**src/rtl/particle_pkg.sv**
```systemverilog
// Shared types for the spring mesh node: word type, FSM states,
// saturation helper and button force directions.
package particle_pkg;

  localparam int WORD_W = 16;

  typedef logic signed [WORD_W-1:0] word_t;

  typedef enum logic [3:0] {
    S_IDLE,
    S_FORCE,
    S_DIFF,
    S_DAMP_X,
    S_DAMP_Y,
    S_APPLY_X,
    S_APPLY_Y,
    S_INTEG,
    S_VEL,
    S_BOUND,
    S_DONE
  } state_e;

  typedef struct packed {
    logic signed [1:0] sx;
    logic signed [1:0] sy;
  } dir_t;

  // Screen coordinates: up is toward smaller y.
  localparam dir_t DIR_NONE  = '{sx: 2'sd0,  sy: 2'sd0};
  localparam dir_t DIR_LEFT  = '{sx: -2'sd1, sy: 2'sd0};
  localparam dir_t DIR_RIGHT = '{sx: 2'sd1,  sy: 2'sd0};
  localparam dir_t DIR_UP    = '{sx: 2'sd0,  sy: -2'sd1};
  localparam dir_t DIR_DOWN  = '{sx: 2'sd0,  sy: 2'sd1};

  function automatic logic signed [63:0] sat_w(
    input logic signed [63:0] v,
    input int                 w
  );
    logic signed [63:0] hi;
    logic signed [63:0] lo;
    hi = (64'sd1 <<< (w - 1)) - 64'sd1;
    lo = -hi - 64'sd1;
    if (v > hi) return hi;
    if (v < lo) return lo;
    return v;
  endfunction

endpackage

```
**src/rtl/spring_particle_n_if.sv**
```systemverilog
// Step/busy/done handshake between the mesh controller and a node.
interface spring_particle_n_if;

  logic step;
  logic busy;
  logic done;

  modport master (
    output step,
    input  busy,
    input  done
  );

  modport slave (
    input  step,
    output busy,
    output done
  );

endinterface

```
**src/rtl/spring_mac.sv**
```systemverilog
// Shared signed multiplier: (add + a*b) >>> sh, saturated to W bits.
module spring_mac #(
  parameter int W = 16
) (
  input  logic signed [W-1:0]   a_i,
  input  logic signed [W-1:0]   b_i,
  input  logic signed [2*W-1:0] add_i,
  input  logic [4:0]            sh_i,
  output logic signed [2*W:0]   sum_o,
  output logic signed [W-1:0]   res_o
);
  import particle_pkg::*;

  logic signed [2*W-1:0] prod;

  always_comb begin
    prod  = (2*W)'(a_i) * (2*W)'(b_i);
    sum_o = (2*W+1)'(prod) + (2*W+1)'(add_i);
    res_o = W'(sat_w(64'(sum_o >>> sh_i), W));
  end

endmodule

```
**src/rtl/spring_particle_n.sv**
```systemverilog
// Verlet mass node coupled to N_NBR spring neighbours, one step per start.
// Define SPRING_DAMPING_EN to add the relative-velocity damping term.
module spring_particle_n #(
  parameter int W            = 16,
  parameter int N_NBR        = 3,
  parameter int INIT_X       = 128,
  parameter int INIT_Y       = 128,
  parameter int REST         = 64,
  parameter int MASS_SHIFT   = 4,
  parameter int SPRING_SHIFT = 3,
  parameter int DAMP_SHIFT   = 2,
  parameter int NORM_SHIFT   = 6,
  parameter int FORCE_MAG    = 4,
  parameter int BOUND        = 256
) (
  input  logic                   clk,
  input  logic                   reset,
  spring_particle_n_if.slave     ctl,
  input  logic [N_NBR*W-1:0]     nbr_x,
  input  logic [N_NBR*W-1:0]     nbr_y,
  input  logic [N_NBR*W-1:0]     nbr_vx,
  input  logic [N_NBR*W-1:0]     nbr_vy,
  input  logic [N_NBR-1:0]       nbr_valid,
  input  logic                   btn_left,
  input  logic                   btn_right,
  input  logic                   btn_up,
  input  logic                   btn_down,
  output logic signed [W-1:0]    x,
  output logic signed [W-1:0]    y,
  output logic signed [W-1:0]    vel_x,
  output logic signed [W-1:0]    vel_y,
  output logic signed [W-1:0]    m
);
  import particle_pkg::*;

  localparam int IW = (N_NBR > 1) ? $clog2(N_NBR) : 1;
  localparam logic signed [63:0] BND = 64'(BOUND);

  typedef logic signed [W-1:0] sw_t;
  typedef logic signed [63:0]  wide_t;

  function automatic sw_t sw(input wide_t v);
    return sw_t'(sat_w(v, W));
  endfunction

  state_e          state_q, state_d;
  logic [IW-1:0]   idx_q, idx_d;

  sw_t x_q, y_q, px_q, py_q;
  sw_t vx_q, vy_q, ax_q, ay_q;
  sw_t dx_q, dy_q, disp_q;

  sw_t   nx, ny, fx, fy;
  sw_t   dx_s, dy_s, disp_s;
  sw_t   term, damp_v;
  sw_t   acc_nx, acc_ny;
  sw_t   xi, yi, vxi, vyi;
  sw_t   xc, yc, vxb, vyb, pxb, pyb;
  wide_t d_w;
  logic  nv, last, clip_x, clip_y;
  dir_t  dir;

  sw_t                   mac_a, mac_b, mac_res;
  logic signed [2*W-1:0] mac_add;
  logic signed [2*W:0]   mac_sum;
  logic [4:0]            mac_sh;

`ifdef SPRING_DAMPING_EN
  logic signed [2*W-1:0] p_q;
  sw_t                   damp_q;
  sw_t                   nvx, nvy, dvx, dvy;

  always_comb begin
    nvx = $signed(nbr_vx[W*int'(idx_q) +: W]);
    nvy = $signed(nbr_vy[W*int'(idx_q) +: W]);
    dvx = sw(wide_t'(vx_q) - wide_t'(nvx));
    dvy = sw(wide_t'(vy_q) - wide_t'(nvy));
  end

  assign damp_v = damp_q;
`else
  logic unused_ok;
  assign unused_ok = ^{nbr_vx, nbr_vy, mac_sum, DAMP_SHIFT[0]};
  assign damp_v    = '0;
`endif

  spring_mac #(.W(W)) u_mac (
    .a_i   (mac_a),
    .b_i   (mac_b),
    .add_i (mac_add),
    .sh_i  (mac_sh),
    .sum_o (mac_sum),
    .res_o (mac_res)
  );

  always_comb begin
    nx   = $signed(nbr_x[W*int'(idx_q) +: W]);
    ny   = $signed(nbr_y[W*int'(idx_q) +: W]);
    nv   = nbr_valid[idx_q];
    last = (idx_q == IW'(N_NBR - 1));

    dx_s   = sw(wide_t'(x_q) - wide_t'(nx));
    dy_s   = sw(wide_t'(y_q) - wide_t'(ny));
    d_w    = (dx_s[W-1] ? -wide_t'(dx_s) : wide_t'(dx_s))
           + (dy_s[W-1] ? -wide_t'(dy_s) : wide_t'(dy_s));
    disp_s = sw(d_w - wide_t'(REST));

    term   = sw((wide_t'(disp_q) <<< SPRING_SHIFT)
           + wide_t'(damp_v));
    acc_nx = sw(wide_t'(ax_q) - wide_t'(mac_res));
    acc_ny = sw(wide_t'(ay_q) - wide_t'(mac_res));

    xi  = sw((wide_t'(x_q) <<< 1) - wide_t'(px_q)
        + ((wide_t'(ax_q) >>> MASS_SHIFT) <<< 2));
    yi  = sw((wide_t'(y_q) <<< 1) - wide_t'(py_q)
        + ((wide_t'(ay_q) >>> MASS_SHIFT) <<< 2));
    vxi = sw((wide_t'(x_q) - wide_t'(px_q)) >>> 1);
    vyi = sw((wide_t'(y_q) - wide_t'(py_q)) >>> 1);

    // A clamped axis bounces back at half speed.
    clip_x = x_q[W-1] || (wide_t'(x_q) >= BND);
    clip_y = y_q[W-1] || (wide_t'(y_q) >= BND);
    xc     = x_q[W-1] ? '0 : sw_t'(BOUND - 1);
    yc     = y_q[W-1] ? '0 : sw_t'(BOUND - 1);
    vxb    = sw(-(wide_t'(vx_q) >>> 1));
    vyb    = sw(-(wide_t'(vy_q) >>> 1));
    pxb    = sw(wide_t'(xc) - (wide_t'(vxb) <<< 1));
    pyb    = sw(wide_t'(yc) - (wide_t'(vyb) <<< 1));

    dir = DIR_NONE;
    if (btn_left)       dir = DIR_LEFT;
    else if (btn_right) dir = DIR_RIGHT;
    else if (btn_up)    dir = DIR_UP;
    else if (btn_down)  dir = DIR_DOWN;
    fx = sw(64'($signed(dir.sx)) * 64'(FORCE_MAG));
    fy = sw(64'($signed(dir.sy)) * 64'(FORCE_MAG));
  end

  always_comb begin
    mac_a   = '0;
    mac_b   = '0;
    mac_add = '0;
    mac_sh  = '0;
    unique case (state_q)
`ifdef SPRING_DAMPING_EN
      S_DAMP_X: begin
        mac_a = dvx;
        mac_b = dx_q;
      end
      S_DAMP_Y: begin
        mac_a   = dvy;
        mac_b   = dy_q;
        mac_add = p_q;
        mac_sh  = 5'(DAMP_SHIFT);
      end
`endif
      S_APPLY_X: begin
        mac_a  = term;
        mac_b  = dx_q;
        mac_sh = 5'(NORM_SHIFT);
      end
      S_APPLY_Y: begin
        mac_a  = term;
        mac_b  = dy_q;
        mac_sh = 5'(NORM_SHIFT);
      end
      default: ;
    endcase
  end

  always_comb begin
    state_d  = state_q;
    idx_d    = idx_q;
    ctl.busy = (state_q != S_IDLE);
    ctl.done = (state_q == S_DONE);
    unique case (state_q)
      S_IDLE:  if (ctl.step) state_d = S_FORCE;
      S_FORCE: begin
        state_d = S_DIFF;
        idx_d   = '0;
      end
      S_DIFF: begin
        if (!nv || d_w == '0) begin
          if (last) state_d = S_INTEG;
          else      idx_d   = idx_q + IW'(1);
        end else begin
`ifdef SPRING_DAMPING_EN
          state_d = S_DAMP_X;
`else
          state_d = S_APPLY_X;
`endif
        end
      end
`ifdef SPRING_DAMPING_EN
      S_DAMP_X: state_d = S_DAMP_Y;
      S_DAMP_Y: state_d = S_APPLY_X;
`endif
      S_APPLY_X: state_d = S_APPLY_Y;
      S_APPLY_Y: begin
        if (last) begin
          state_d = S_INTEG;
        end else begin
          state_d = S_DIFF;
          idx_d   = idx_q + IW'(1);
        end
      end
      S_INTEG: state_d = S_VEL;
      S_VEL:   state_d = S_BOUND;
      S_BOUND: state_d = S_DONE;
      S_DONE:  state_d = S_IDLE;
      default: state_d = S_IDLE;
    endcase
  end

  always_ff @(posedge clk or negedge reset) begin
    if (!reset) begin
      state_q <= S_IDLE;
      idx_q   <= '0;
      x_q     <= sw_t'(INIT_X);
      y_q     <= sw_t'(INIT_Y);
      px_q    <= sw_t'(INIT_X);
      py_q    <= sw_t'(INIT_Y);
      vx_q    <= '0;
      vy_q    <= '0;
      ax_q    <= '0;
      ay_q    <= '0;
      dx_q    <= '0;
      dy_q    <= '0;
      disp_q  <= '0;
`ifdef SPRING_DAMPING_EN
      p_q     <= '0;
      damp_q  <= '0;
`endif
    end else begin
      state_q <= state_d;
      idx_q   <= idx_d;
      unique case (state_q)
        S_FORCE: begin
          ax_q <= fx;
          ay_q <= fy;
        end
        S_DIFF: begin
          dx_q   <= dx_s;
          dy_q   <= dy_s;
          disp_q <= disp_s;
        end
`ifdef SPRING_DAMPING_EN
        S_DAMP_X: p_q    <= (2*W)'(mac_sum);
        S_DAMP_Y: damp_q <= mac_res;
`endif
        S_APPLY_X: ax_q <= acc_nx;
        S_APPLY_Y: ay_q <= acc_ny;
        S_INTEG: begin
          x_q  <= xi;
          y_q  <= yi;
          px_q <= x_q;
          py_q <= y_q;
        end
        S_VEL: begin
          vx_q <= vxi;
          vy_q <= vyi;
        end
        S_BOUND: begin
          if (clip_x) begin
            x_q  <= xc;
            vx_q <= vxb;
            px_q <= pxb;
          end
          if (clip_y) begin
            y_q  <= yc;
            vy_q <= vyb;
            py_q <= pyb;
          end
        end
        default: ;
      endcase
    end
  end

  assign x     = x_q;
  assign y     = y_q;
  assign vel_x = vx_q;
  assign vel_y = vy_q;
  assign m     = sw_t'(1 << MASS_SHIFT);

endmodule

```
**src/flat_wrapper.sv**
```systemverilog
// flat-port wrapper written by rule: the top's interface ports become plain ports
module spring_particle_n_flat import particle_pkg::*;
#(
  parameter int W            = 16,
  parameter int N_NBR        = 3,
  parameter int INIT_X       = 128,
  parameter int INIT_Y       = 128,
  parameter int REST         = 64,
  parameter int MASS_SHIFT   = 4,
  parameter int SPRING_SHIFT = 3,
  parameter int DAMP_SHIFT   = 2,
  parameter int NORM_SHIFT   = 6,
  parameter int FORCE_MAG    = 4,
  parameter int BOUND        = 256
)
  (clk, reset, nbr_x, nbr_y, nbr_vx, nbr_vy, nbr_valid, btn_left, btn_right, btn_up, btn_down, x, y, vel_x, vel_y, m, ctl_step, ctl_busy, ctl_done);
  spring_particle_n_if ctl_i ();
  input  logic clk;
  input  logic reset;
  input  logic [N_NBR*W-1:0] nbr_x;
  input  logic [N_NBR*W-1:0] nbr_y;
  input  logic [N_NBR*W-1:0] nbr_vx;
  input  logic [N_NBR*W-1:0] nbr_vy;
  input  logic [N_NBR-1:0] nbr_valid;
  input  logic btn_left;
  input  logic btn_right;
  input  logic btn_up;
  input  logic btn_down;
  output logic signed [W-1:0] x;
  output logic signed [W-1:0] y;
  output logic signed [W-1:0] vel_x;
  output logic signed [W-1:0] vel_y;
  output logic signed [W-1:0] m;
  input wire logic [$bits(ctl_i.step)-1:0] ctl_step;
  output wire logic [$bits(ctl_i.busy)-1:0] ctl_busy;
  output wire logic [$bits(ctl_i.done)-1:0] ctl_done;
  assign ctl_i.step = ctl_step;
  assign ctl_busy = ctl_i.busy;
  assign ctl_done = ctl_i.done;
  spring_particle_n #(.W(W), .N_NBR(N_NBR), .INIT_X(INIT_X), .INIT_Y(INIT_Y), .REST(REST), .MASS_SHIFT(MASS_SHIFT), .SPRING_SHIFT(SPRING_SHIFT), .DAMP_SHIFT(DAMP_SHIFT), .NORM_SHIFT(NORM_SHIFT), .FORCE_MAG(FORCE_MAG), .BOUND(BOUND)) u_core (.clk(clk), .reset(reset), .ctl(ctl_i), .nbr_x(nbr_x), .nbr_y(nbr_y), .nbr_vx(nbr_vx), .nbr_vy(nbr_vy), .nbr_valid(nbr_valid), .btn_left(btn_left), .btn_right(btn_right), .btn_up(btn_up), .btn_down(btn_down), .x(x), .y(y), .vel_x(vel_x), .vel_y(vel_y), .m(m));
endmodule
```
**config.mk**
```make
export PLATFORM = sky130hd
export DESIGN_NAME = spring_particle_n_flat
export DESIGN_NICKNAME = d
export VERILOG_FILES = /design/src/rtl/particle_pkg.sv /design/src/rtl/spring_particle_n_if.sv /design/src/rtl/spring_mac.sv /design/src/rtl/spring_particle_n.sv /design/src/flat_wrapper.sv
export SDC_FILE = /design/constraint.sdc
export NUM_CORES = 2
export LEC_CHECK = 0
export ABC_AREA = 1
export ABC_CLOCK_PERIOD_IN_PS = 9500
export BUFFER_PORTS_ARGS = -buffer_cell sky130_fd_sc_hd__buf_2
export CORE_UTILIZATION = 58
export CTS_CLUSTER_SIZE = 10
export DETAILED_ROUTE_END_ITERATION = 10
export HOLD_SLACK_MARGIN = 0.1
export PLACE_DENSITY = 0.86
export SYNTH_ARGS = -nofsm -noshare
export SYNTH_HDL_FRONTEND = slang
export SYNTH_SLANG_ARGS = --single-unit
```
**constraint.sdc**
```tcl
create_clock -name clk -period 9.5 [get_ports clk]
set_clock_uncertainty 0.1 [all_clocks]
set_input_delay 0.475 -clock clk [delete_from_list [all_inputs] [get_ports clk]]
set_output_delay 0.475 -clock clk [all_outputs]
set_load 0.03 [all_outputs]
```
# After elaboration in Yosys (flattened, before gate mapping)
# Cells that the tools add are included.
# op_classes
n_addsub	19
n_mul	1
order_cmp	37
n_eq_ne	14
shift	3
mux	154
reduce_logical	19
# op_table
cell	n
$mux 16	75
$gt 64x16->1 const B	6
$lt 64x16->1 const B	6
$pmux 16 s2	9
$mux 64	2
$neg 15->64	2
$neg 16->64	2
$sub 16x16->17	6
$shiftx 48x7->16	2
$gt 17x16->1 const B	4
$lt 17x16->1 const B	4
$add 64x64->64	1
$logic_not 64->1	1
$sshr 32x3->64	1
$sub 64x8->64 const B	1
$mux 1	53
$add 18x14->19	2
$gt 18x16->1 const B	2
$lt 18x16->1 const B	2
$sub 17x16->18	2
$sub 9x17->18	2
$ge 16x10->1 const B	2
$gt 16x16->1 const B	2
$gt 4x16->1 const B	2
30 further kinds	56
# word_totals
reg_bits	182
input_bits	202
out_inout_bits	82
word_cells	260

# Logic depth before layout (Yosys ltp)
# depth
depth_word	20
depth_mapped	65
depth_no_buf	63

# Modules after synthesis
# Synthesis repeated with hierarchy kept, for this count alone.
# hier_totals
hier_cells	6871
area_unflattened_um2	42734.7
# modules_own_cells
mod	instances	cells_per_inst	area_each_um2	seq_area_each_um2
spring_particle_n	1	4742	28188.3	4559.4
spring_mac	1	2129	14546.5	0.0

# Least setup slack after synthesis
# Ideal clock, no wire load.
# synth_timing
path_type	register -> register
from	reg u_core.state_q[3]
to	reg u_core.ax_q[10]
setup_ps	77
t_arrival_ps	9331
t_required_ps	9323
slack_ps	-8
path_stages_with_launch	49
path_buffers	6
period_less_slack_ps	9508
path_cell_list	dfrtp_1 > nor2_1 > inv_1 > nor2_1 > clkbuf_1 > inv_1 > clkbuf_1 > o22ai_1 > clkbuf_1 > nand2_1 > fa_1 > fa_1 > inv_1 > fa_1 > fa_1 > fa_1 > inv_1 > fa_1 > (+13 left out) > a21oi_1 > nand2_1 > nand2_1 > buf_6 > inv_1 > clkbuf_1 > a31oi_1 > ha_1 > a21oi_1 > o21ai_0 > a221oi_1 > nand2_1 > nand2_1 > nand2_1 > nand3_2 > buf_2 > nand3_1 > a21oi_1
# synth_between
elab_chain_len	17
elab_cells_between_ends	28
classes_between	add/sub (1); mul (1); order compare (4); eq/ne (3); shift (1); mux (16); reduce/logical (2)
# synth_lines
item	line_no	text
from (decl)	spring_particle_n.sv:46	state_e state_q, state_d;
from (signal assigned)	spring_particle_n.sv:235	state_q <= state_d;
$eq 4x3->1 (on tied branches)	spring_particle_n.sv:144, spring_particle_n.sv:237	
$reduce_or 2->1 (no line)	-	
$mux 16	spring_particle_n.sv:144	unique case (state_q)
$mul 16x16->32	spring_mac.sv:17	prod = (2*W)'(a_i) * (2*W)'(b_i);
$sshr 32x3->64	spring_mac.sv:19	res_o = W'(sat_w(64'(sum_o >>> sh_i), W));
$lt 64x16->1	particle_pkg.sv:44	if (v < lo) return lo;
$mux 1 (2 in a row)	particle_pkg.sv:44	
$mux 16	particle_pkg.sv:45	return v;
$mux 16	particle_pkg.sv:44	
$sub 16x16->17	spring_particle_n.sv:110	acc_nx = sw(wide_t'(ax_q) - wide_t'(mac_res));
$lt 17x16->1	particle_pkg.sv:44	
$mux 1 (2 in a row)	particle_pkg.sv:44	
$mux 16	particle_pkg.sv:45	
$mux 16	particle_pkg.sv:44	
$pmux 16 s2	spring_particle_n.sv:237	unique case (state_q)
to (signal assigned)	spring_particle_n.sv:251	S_APPLY_X: ax_q <= acc_nx;
to (decl)	spring_particle_n.sv:50	sw_t vx_q, vy_q, ax_q, ay_q;
# Parallel ways exist; a longest one is shown, timed or not. The select of a mux whose other input is x is not followed.
# A chain may end at the register's enable or synchronous reset.

# Worst setup path in the final report
# layout_timing
from	reg u_core.state_q[1]
to	reg u_core.ax_q[8]
# The elaborated chain is that of the path after synthesis.

==> results.ini <==
[outcome]
status=finished clean

[worst_setup_path]
cp-startpoint=u_core.state_q[1]
slowest_delay_ps=560
rrSetupSlack_ps=230
worst-r2r-cell-count=55
required_ps=9780
cp_slowest_cell=fa_1
worst-setup-path-type=flop to flop
end_kind=flop
crit_fanout=6
r2r_end=u_core.ax_q[8]
startpoint_type=flop
r2r_start=u_core.state_q[1]
cp_data_arrival_time_ps=9550
crit_path_frequent_cell=nand2_2

[floorplan]
start_util_pct=58.8
rows=92
die-area_sq_um=65100
chipWidth_um=255
core_sq_um=63200
die_h_um=255
io_pins=284

[min_path]
hold_start=ctl_step
holdPathStages=3
min-delay-path-class=input port to flop
whs_endpoint=u_core.state_q[0]

[sta]
setup_viol=0
clock.fmax_mhz=108
holdWs_ps=301
finalHoldViolations=0
fin_ws_ps=229
fin_crit_ps=9270
final.period_utilization_pct=97.6
final_max_slew_viol_count=0
relSlewSlack_pct=27.8
worstMarginPinSlew_ps=1080

[layout]
drive_gt1_share_pct=15.3
nets=7050
fin_area_sq_um=43900
diodes=0
final_cells=7084
area_growth_pct=18.2

[placement]
postPlaceCellArea_sq_um=41200
post-place-ws_ps=-383
hpwl_mm=100
globalplace.congestion=1.03
dp.cells=6994
port_buffers=171

[clock_tree]
tritoncts=yes
cts.sinks=182
clock_latency_ps=460
ctsRootBufferMaster=clkbuf_16
path_clk_slew_ps=80
cts_buffers=17
clk_path_buf_depth=2
htreeDepth=4

[routing]
dr.pass1.iters=6
drt-total-wl_mm=126
drtAntennaViolNets=0
viasPerCell=5.63
drtIter0Drc=3479
drc=0
wl_per_cell_um=17.8
vias=39900

[synthesis]
ys.flop_type=dfrtp_1
seq_area_frac_synth_pct=12.3
synth.distinct_cells=64
synth_seq_cells=182
yosys.area.top_type=fa_1
synth_area_leaders=fa_1 16%, nand2_1 13%, dfrtp_1 12%
postSynthCellCount=5709
avgSynthCellArea_sq_um=6.51
yosysTopAreaCellShare_pct=16.1
synth-edff-count=0
ys_warn_count=0
ys_async_sr_fraction_pct=100
synthesis.area_sq_um=37200

[global_route]
use_met1_pct=47.0
busiest_layer=met2
antenna_found_initial=0
gr-usage-met2_pct=61.1
grt_pass1_vias=37300
grt_overflow=0
track_usage_pct=37.0
grt_max_degree=70
grt_pass1_wl_mm=190
grtUsageMet3_pct=5.65

[run]
drv_cap=0

==> worst max path at each step <==
stage	end	slack, ps	cells past startpoint
after floorplan	u_core.ax_q[10]	30	51
after global placement	u_core.ay_q[12]	-70	50
after detailed placement	u_core.ay_q[9]	-380	51
after CTS	u_core.ax_q[8]	30	52
after global routing	u_core.ax_q[7]	-190	53
final	u_core.ax_q[8]	230	55
==> cells in the final DEF, fill, tap and decap left out, types with 38 or more instances in the layout <==
master / instances
nand2_2: 60
nor2_1: 556
o21ai_0: 304
ha_1: 288
inv_1: 1077
conb_1: 94
nor3_1: 67
fa_1: 276
buf_2: 170
nand4_1: 96
nand3_1: 262
a21oi_1: 291
o21bai_1: 38
nor2_2: 55
nand2_1: 1263
dfrtp_1: 178
xnor2_1: 70
buf_4: 313
xor2_1: 136
==> stage by stage <==
step | setup TNS, ps | util, %
floorplan | 0 | -
global placement | -835 | 65.2
detailed placement | -7470 | 65.2
CTS | 0 | 66.3
global route | -5880 | 69.5
finish | 0 | 69.5
==> cell usage after synthesis, drive strengths merged, types with 32 or more instances <==
cell,number
fa,299
nor4,33
xnor2,75
nand2,1331
nor2,644
o21bai,38
a21oi,325
dfrtp,178
inv,1121
clkbuf,87
ha,324
nand4,96
nand3,280
nor3,82
xor2,138
o21ai,351
o22ai,32
buf,36
==> worst max-delay path, delay by kind of cell, from the launching register on <==
family	cells	cell delay [ps]
adder cells (fa/ha/maj)	8	3400
AND/OR/NAND/NOR	27	2910
buffers and inverters	17	2090
flip-flops	1	400
AO/OA/AOI/OAI	3	300
==> what timing repair did <==
action                                  4_1_cts  5_1_grt
gates resized for setup                       8      382
hold endpoints to repair                     66        0
hold buffers                                  1        0
cloned                                        0        5
buffers inserted                              2       50
pin swaps                                     1      130
endpoints found under the setup margin       45       52
==> area by class of cell <==
type | instances | area, sq um
Clock buffer | 17 | 425
Multi-Input combinational cell | 4371 | 29600
Timing Repair Buffer | 525 | 3810
Sequential cell | 182 | 4560
Clock inverter | 15 | 213
Fill cell | 5291 | 19300
Tap cell | 846 | 1060
Timing Repair inverter | 2 | 12.5
Inverter | 1126 | 4270
==> logic make-up after synthesis <==
logic type,after synthesis,share of synthesized area [%]
AND/OR/NAND/NOR,2531,28.7
buffers and inverters,1249,12.9
AO/OA/AOI/OAI,909,14.0
adder cells (fa/ha/maj),623,27.0
XOR/XNOR,213,5.08
flip-flops,182,12.3
other,2,0.0202
==> metal layers <==
metal,up-vias,part of all wire (%)
met5,-,0
met3,402,8.0
met1,18700,40
met4,0,6.0
li1,19000,-
met2,1716,46
Power is not shown: default switching activity piles up to over one toggle a cycle in this logic, so the estimate is an artifact.
